File: src/rtl/demux_1to2_16b.sv
// Buffered 1-to-2 valid/ready stream demux with one FIFO per output channel.
// Define DEMUX_CNT_EN to add the per-channel pop counters cnt1/cnt2.
`ifndef DATA_BITS
`define DATA_BITS 16
`endif

module demux_1to2_16b #(
  parameter int DATA_W = `DATA_BITS,
  parameter int DEPTH  = 2
) (
  input  logic              clk,
  input  logic              rst,
  input  logic              in_valid,
  output logic              in_ready,
  input  logic [DATA_W-1:0] in_data,
  input  logic              in_sel,
  output logic              out1_valid,
  input  logic              out1_ready,
  output logic [DATA_W-1:0] out1_data,
  output logic              out2_valid,
  input  logic              out2_ready,
  output logic [DATA_W-1:0] out2_data
`ifdef DEMUX_CNT_EN
  ,
  output logic [15:0]       cnt1,
  output logic [15:0]       cnt2
`endif
);

  localparam int AW = $clog2(DEPTH);
  localparam logic [AW:0] FULL = (AW+1)'(DEPTH);

  logic [DATA_W-1:0] r_mem1 [DEPTH];
  logic [DATA_W-1:0] r_mem2 [DEPTH];
  logic [AW-1:0]     r_wr1, r_rd1;
  logic [AW-1:0]     r_wr2, r_rd2;
  logic [AW:0]       r_cnt1, r_cnt2;

  logic w_push1, w_push2;
  logic w_pop1, w_pop2;

  // Ready depends only on registered counts, never on the out readies.
  assign in_ready = !rst &&
    (in_sel ? (r_cnt2 < FULL) : (r_cnt1 < FULL));

  assign w_push1 = in_valid && in_ready && !in_sel;
  assign w_push2 = in_valid && in_ready &&  in_sel;

  assign out1_valid = !rst && (r_cnt1 != '0);
  assign out2_valid = !rst && (r_cnt2 != '0);
  assign w_pop1 = out1_valid && out1_ready;
  assign w_pop2 = out2_valid && out2_ready;

  assign out1_data = out1_valid ? r_mem1[r_rd1] : '0;
  assign out2_data = out2_valid ? r_mem2[r_rd2] : '0;

  always_ff @(posedge clk) begin
    if (w_push1) r_mem1[r_wr1] <= in_data;
    if (w_push2) r_mem2[r_wr2] <= in_data;
  end

  always_ff @(posedge clk) begin
    if (rst) begin
      r_wr1  <= '0;
      r_rd1  <= '0;
      r_cnt1 <= '0;
      r_wr2  <= '0;
      r_rd2  <= '0;
      r_cnt2 <= '0;
    end else begin
      if (w_push1) r_wr1 <= r_wr1 + 1'b1;
      if (w_pop1)  r_rd1 <= r_rd1 + 1'b1;
      if (w_push2) r_wr2 <= r_wr2 + 1'b1;
      if (w_pop2)  r_rd2 <= r_rd2 + 1'b1;
      unique case ({w_push1, w_pop1})
        2'b10:   r_cnt1 <= r_cnt1 + 1'b1;
        2'b01:   r_cnt1 <= r_cnt1 - 1'b1;
        default: r_cnt1 <= r_cnt1;
      endcase
      unique case ({w_push2, w_pop2})
        2'b10:   r_cnt2 <= r_cnt2 + 1'b1;
        2'b01:   r_cnt2 <= r_cnt2 - 1'b1;
        default: r_cnt2 <= r_cnt2;
      endcase
    end
  end

`ifdef DEMUX_CNT_EN
  logic [15:0] r_pops1, r_pops2;

  always_ff @(posedge clk) begin
    if (rst) begin
      r_pops1 <= '0;
      r_pops2 <= '0;
    end else begin
      if (w_pop1 && (r_pops1 != 16'hFFFF)) r_pops1 <= r_pops1 + 1'b1;
      if (w_pop2 && (r_pops2 != 16'hFFFF)) r_pops2 <= r_pops2 + 1'b1;
    end
  end

  assign cnt1 = r_pops1;
  assign cnt2 = r_pops2;
`endif

endmodule
File: config.mk
export PLATFORM = sky130hd
export DESIGN_NAME = demux_1to2_16b
export DESIGN_NICKNAME = d
export VERILOG_FILES = /design/src/rtl/demux_1to2_16b.sv
export SDC_FILE = /design/constraint.sdc
export NUM_CORES = 1
export LEC_CHECK = 0
export ABC_AREA = 1
export CELL_PAD_IN_SITES_DETAIL_PLACEMENT = 0
export CELL_PAD_IN_SITES_GLOBAL_PLACEMENT = 2
export CORE_MARGIN = 1
export CORE_UTILIZATION = 38
export CTS_CLUSTER_SIZE = 12
export DETAILED_ROUTE_END_ITERATION = 8
export PLACE_DENSITY_LB_ADDON = 0.1
export SETUP_SLACK_MARGIN = 0.05
export SKIP_LAST_GASP = 1
export SYNTH_ARGS = -nofsm -noshare
export SYNTH_HDL_FRONTEND = slang
export SYNTH_SLANG_ARGS = --single-unit
File: constraint.sdc
create_clock -name clk -period 4.9 [get_ports clk]
set_input_delay 0.98 -clock clk [delete_from_list [all_inputs] [get_ports clk]]
set_output_delay 0.98 -clock clk [all_outputs]
set_load 0.01 [all_outputs]
; After elaboration in Yosys (flattened, before gate mapping)
; Memory sizes are Yosys's and may differ from the RTL's. A register that Yosys moved wholly into a read port is not among the register bits.
; Index checks and enable logic that the tools add are counted.
[classes]
add_sub_neg = 8
multipliers = 0
div_mod_pow = 0
n_lt_le_gt_ge = 2
eq_ne = 4
shift = 0
n_mux = 13
n_bitwise = 0
n_reduce_logical = 14
[op_table]
columns = op, count
row1 = $mux 16, 2
row2 = $mux 1, 9
row3 = $logic_and 1x1->1, 8
row4 = $pmux 2 s2, 2
row5 = $reduce_bool 2->1, 4
row6 = $add 1x1->1 const B, 4
row7 = $add 2x1->2 const B, 2
row8 = $eq 2x1->1 const B, 2
row9 = $eq 2x2->1 const B, 2
row10 = $lt 2x2->1 const B, 2
row11 = $sub 2x1->2 const B, 2
row12 = $logic_not 1->1, 2
[word_totals]
reg_bits = 8
latchBits = 0
ramBits = 64
romBits = 0
input_bits = 22
output_inout_bits = 35
mem_count = 2
[memory_table]
columns = memory, words, width, read_ports, rd_ports_with_merged_regs, wr, line
row1 = r_mem1, 2, 16, 1, 1, 1, 33  ; logic [DATA_W-1:0] r_mem1 [DEPTH];
row2 = r_mem2, 2, 16, 1, 1, 1, 34  ; logic [DATA_W-1:0] r_mem2 [DEPTH];

; Longest topological paths before layout
[depth]
word_depth = 7
depth_mapped = 11

; Worst setup path after synthesis
; OpenSTA, ideal clock, no wires.
[synth_timing]
path_kind = input to output
startpoint = input port rst
endpoint = output port out1_data[10]
arrival_ps = 1629
t_required_ps = 3920
path_slack_ps = 2291
path_stages = 5
n_path_buf = 2
cell_sequence = buf_6 -> a21oi_4 -> buf_6 -> nand2_1 -> inv_1
[synth_between]
elab_chain_cells = 3
[synth_lines]
columns = element, line
row1 = from (decl), 12  ; input logic rst,
row2 = $logic_not 1->1, 49  ; assign out1_valid = !rst && (r_cnt1 != '0);
row3 = $logic_and 1x1->1, 49
row4 = via out1_valid, 17  ; output logic out1_valid,
row5 = $mux 16, 54  ; assign out1_data = out1_valid ? r_mem1[r_rd1] : '0;
row6 = to (decl), 19  ; output logic [DATA_W-1:0] out1_data,
; The timed path passes the listed nets, and every way through them passes these cells.

; Final worst setup path
[layout_timing]
startpoint = input port rst
endpoint = output port out1_data[5]
[layout_between]
elab_chain_cells = 3
[layout_lines]
columns = element, line
row1 = $logic_not 1->1, 49
row2 = $logic_and 1x1->1, 49
row3 = $mux 16, 54
; No other way between the ends.

==> impl_metrics.ini <==
[synth]
synth_seq_cells = 74
ys_types = 22
syn_nets = 263
yosysSeqAreaShare_pct = 68.11
netlist_instances = 239
avgSynthCellArea_um2 = 13.04
synth_area_um2 = 3115
yosysWarnings = 0

[layout]
num_antenna_cells = 0
final_cell_mix = edfxtp_1 (64), clkdlybuf4s50_1 (56), nand2_1 (43)
nets = 323
instances_no_fill = 405
syn_to_final_growth_pct = 25.74
nFillCells = 723
drive_gt1_share_pct = 18.15
final_util_pct = 49.92
final_common_cell = edfxtp_1

[power_and_ir_drop]
power_density_nw_per_um2 = 322.4
ir_worst_vdd_v = 0.0001521
total_power_w = 0.001263
leakagePower_nw = 1.588

[sta]
finalCritPeriodShare_pct = 78.36
finClkSkew_ps = 8.584
timing.fmax_mhz = 260.4
tightest_slew_ps = 1001
fin_crit_ps = 3840
finalWorstSetupSlack_ps = 1060
finalHoldViolCount = 0
rsz0062_at_grt = false
slew_headroom_pct = 33.20
setup_violations = 0
slew_violations = 0
tns_ps = 0

[clocking]
cts_buffers = 9
cts_tree = yes
ctsResizeCount = 0
clkTransAtPathRegs_ps = 70
cts_setup_buffers = 0
worstSkewPairLatency_ps = 340
clock-sinks = 74
htreeDepth = 3
holdBufCountCts = 0
clk_path_buf_depth = 2
cts_root_buf = clkbuf_8

[die]
die_h_um = 92.55
start_util_pct = 39.70
die_area_um2 = 8565
core_area_um2 = 7848
fp-row-count = 32
ioPinCount = 57
fp.dieW_um = 92.55

[worst_setup_path]
worst_r2r_endpoint = r_cnt1[1]$_SDFFE_PP0P_
crit_start = rst
r2r_slack_ps = 2890
crit_arrival_ps = 2860
critical_path_class = input pin to output pin
critPathMaxFanout = 18
endpoint_kind = output pin
worstPathRequired_ps = 3920
start_kind = input pin
r2r_cells = 10
timing.rr.start = r_cnt1[1]$_SDFFE_PP0P_

[min_path]
holdPathStages = 2
hold_path_end = r_rd2$_SDFFE_PP0P_
hold_class = register to register
hp-start = r_rd2$_SDFFE_PP0P_

[place]
place_congestion = 0.7749
dp.final_hpwl_mm = 3.696
place_ws_ps = 1008
port_buffers = 56
dp_cells = 390

[grt]
grt_util_all_layers_pct = 14.71
antenna_found_initial = 0
grt_max_degree = 19
grt_pass1_vias = 1802
grt_pass1_wl_mm = 9.073
grt-ovfl-total = 0

[routing]
postRouteWirelength_mm = 5.747
final_antenna_net_count = 0
drt_iter0_drc = 43
drtPass1Iterations = 4
via_per_inst = 4.501
drc = 0
vias = 1823
wire_per_inst_um = 14.19

[run_status]
status = finished, final reports clean

[job]
maxCapViolCount = 0
## how the worst max path moves through the flow
stage,endpoint,cells after the start
finish,out1_data[5],5
global route,out1_data[5],5
CTS,out1_data[5],5
detailed placement,out1_data[5],5
global placement,out1_data[5],5
floorplan,out1_data[10],5
## critical path, stage by stage
cell and delay, ps:
clkdlybuf4s50_1 570, a21oi_4 560, nand2_1 140, inv_1 70
clkdlybuf4s50_1 520
## final cells by class
class	instances	area [um^2]	area share (%)
sequential	74	2122	54.17
multi-input combinational	113	754.5	19.26
timing repair buffer	56	560.5	14.31
inverter	45	168.9	4.312
clock buffer	10	127.6	3.258
tap	102	127.6	3.258
clock inverter	5	56.30	1.437
## layer usage
| metal | share of wire [%] | GRT usage, % | routed length, um |
|---|---|---|---|
| met4 | 2.2 | 8.333 | 127 |
| met2 | 47 | 23.40 | 2724 |
| met5 | 0 | 0 | 0 |
| met3 | 3.5 | 3.038 | 204 |
| met1 | 47 | 18.67 | 2690 |
## through the flow
step	hold WS, ps	cell area (um^2)
2_1_floorplan	463.6	3115
3_3_place_gp	486.9	3734
3_5_place_dp	486.8	3734
4_1_cts	497.8	3918
5_1_grt	512.0	3918
6_report	496.2	3918
## state kept, by name (all words and copies together), names as in the netlist, named ones only
signal	cells
r_rd2	1
r_cnt1	2
r_wr2	1
r_cnt2	2
r_mem1	32
r_mem2	32
r_wr1	1
r_rd1	1
## power breakdown
group / internal [W] / leakage, nW / switching [W]
combinational: 0.0000571 / 0.834 / 0.0000533
sequential: 0.000700 / 0.663 / 0.0000101
clock: 0.000232 / 0.0921 / 0.000211
total: 0.000989 / 1.59 / 0.000274
## synthesized netlist by cell type
| cell | n | area share, % |
|---|---|---|
| nand2_2 | 2 | 0.40 |
| nor2_1 | 17 | 2.0 |
| o21ai_2 | 1 | 0.28 |
| a21oi_4 | 1 | 0.52 |
| ha_1 | 2 | 0.80 |
| buf_6 | 6 | 2.2 |
| o21bai_1 | 2 | 0.48 |
| mux2_1 | 5 | 1.8 |
| mux2_2 | 27 | 9.8 |
| nor2_4 | 1 | 0.36 |
| buf_4 | 1 | 0.24 |
| o21ai_0 | 1 | 0.16 |
| a21oi_1 | 5 | 0.80 |
| nand2_4 | 1 | 0.36 |
| inv_1 | 40 | 4.8 |
| edfxtp_1 | 64 | 62 |
| nand2_1 | 43 | 5.2 |
| inv_2 | 5 | 0.60 |
| dfxtp_1 | 10 | 6.4 |
| nand4_1 | 3 | 0.60 |
| nor2_2 | 1 | 0.20 |
| xor2_1 | 1 | 0.28 |
## cell families after synthesis
logic type / Yosys count / synth area share [%]
AND/OR/NAND/NOR: 68 / 9.157
adder cells (fa/ha/maj): 2 / 0.8031
buffers and inverters: 52 / 7.831
XOR/XNOR: 1 / 0.2812
flip-flops: 74 / 68.11
AO/OA/AOI/OAI: 10 / 2.249
multiplexers: 32 / 11.57
Note: power is estimated with default switching activity, not from simulation.
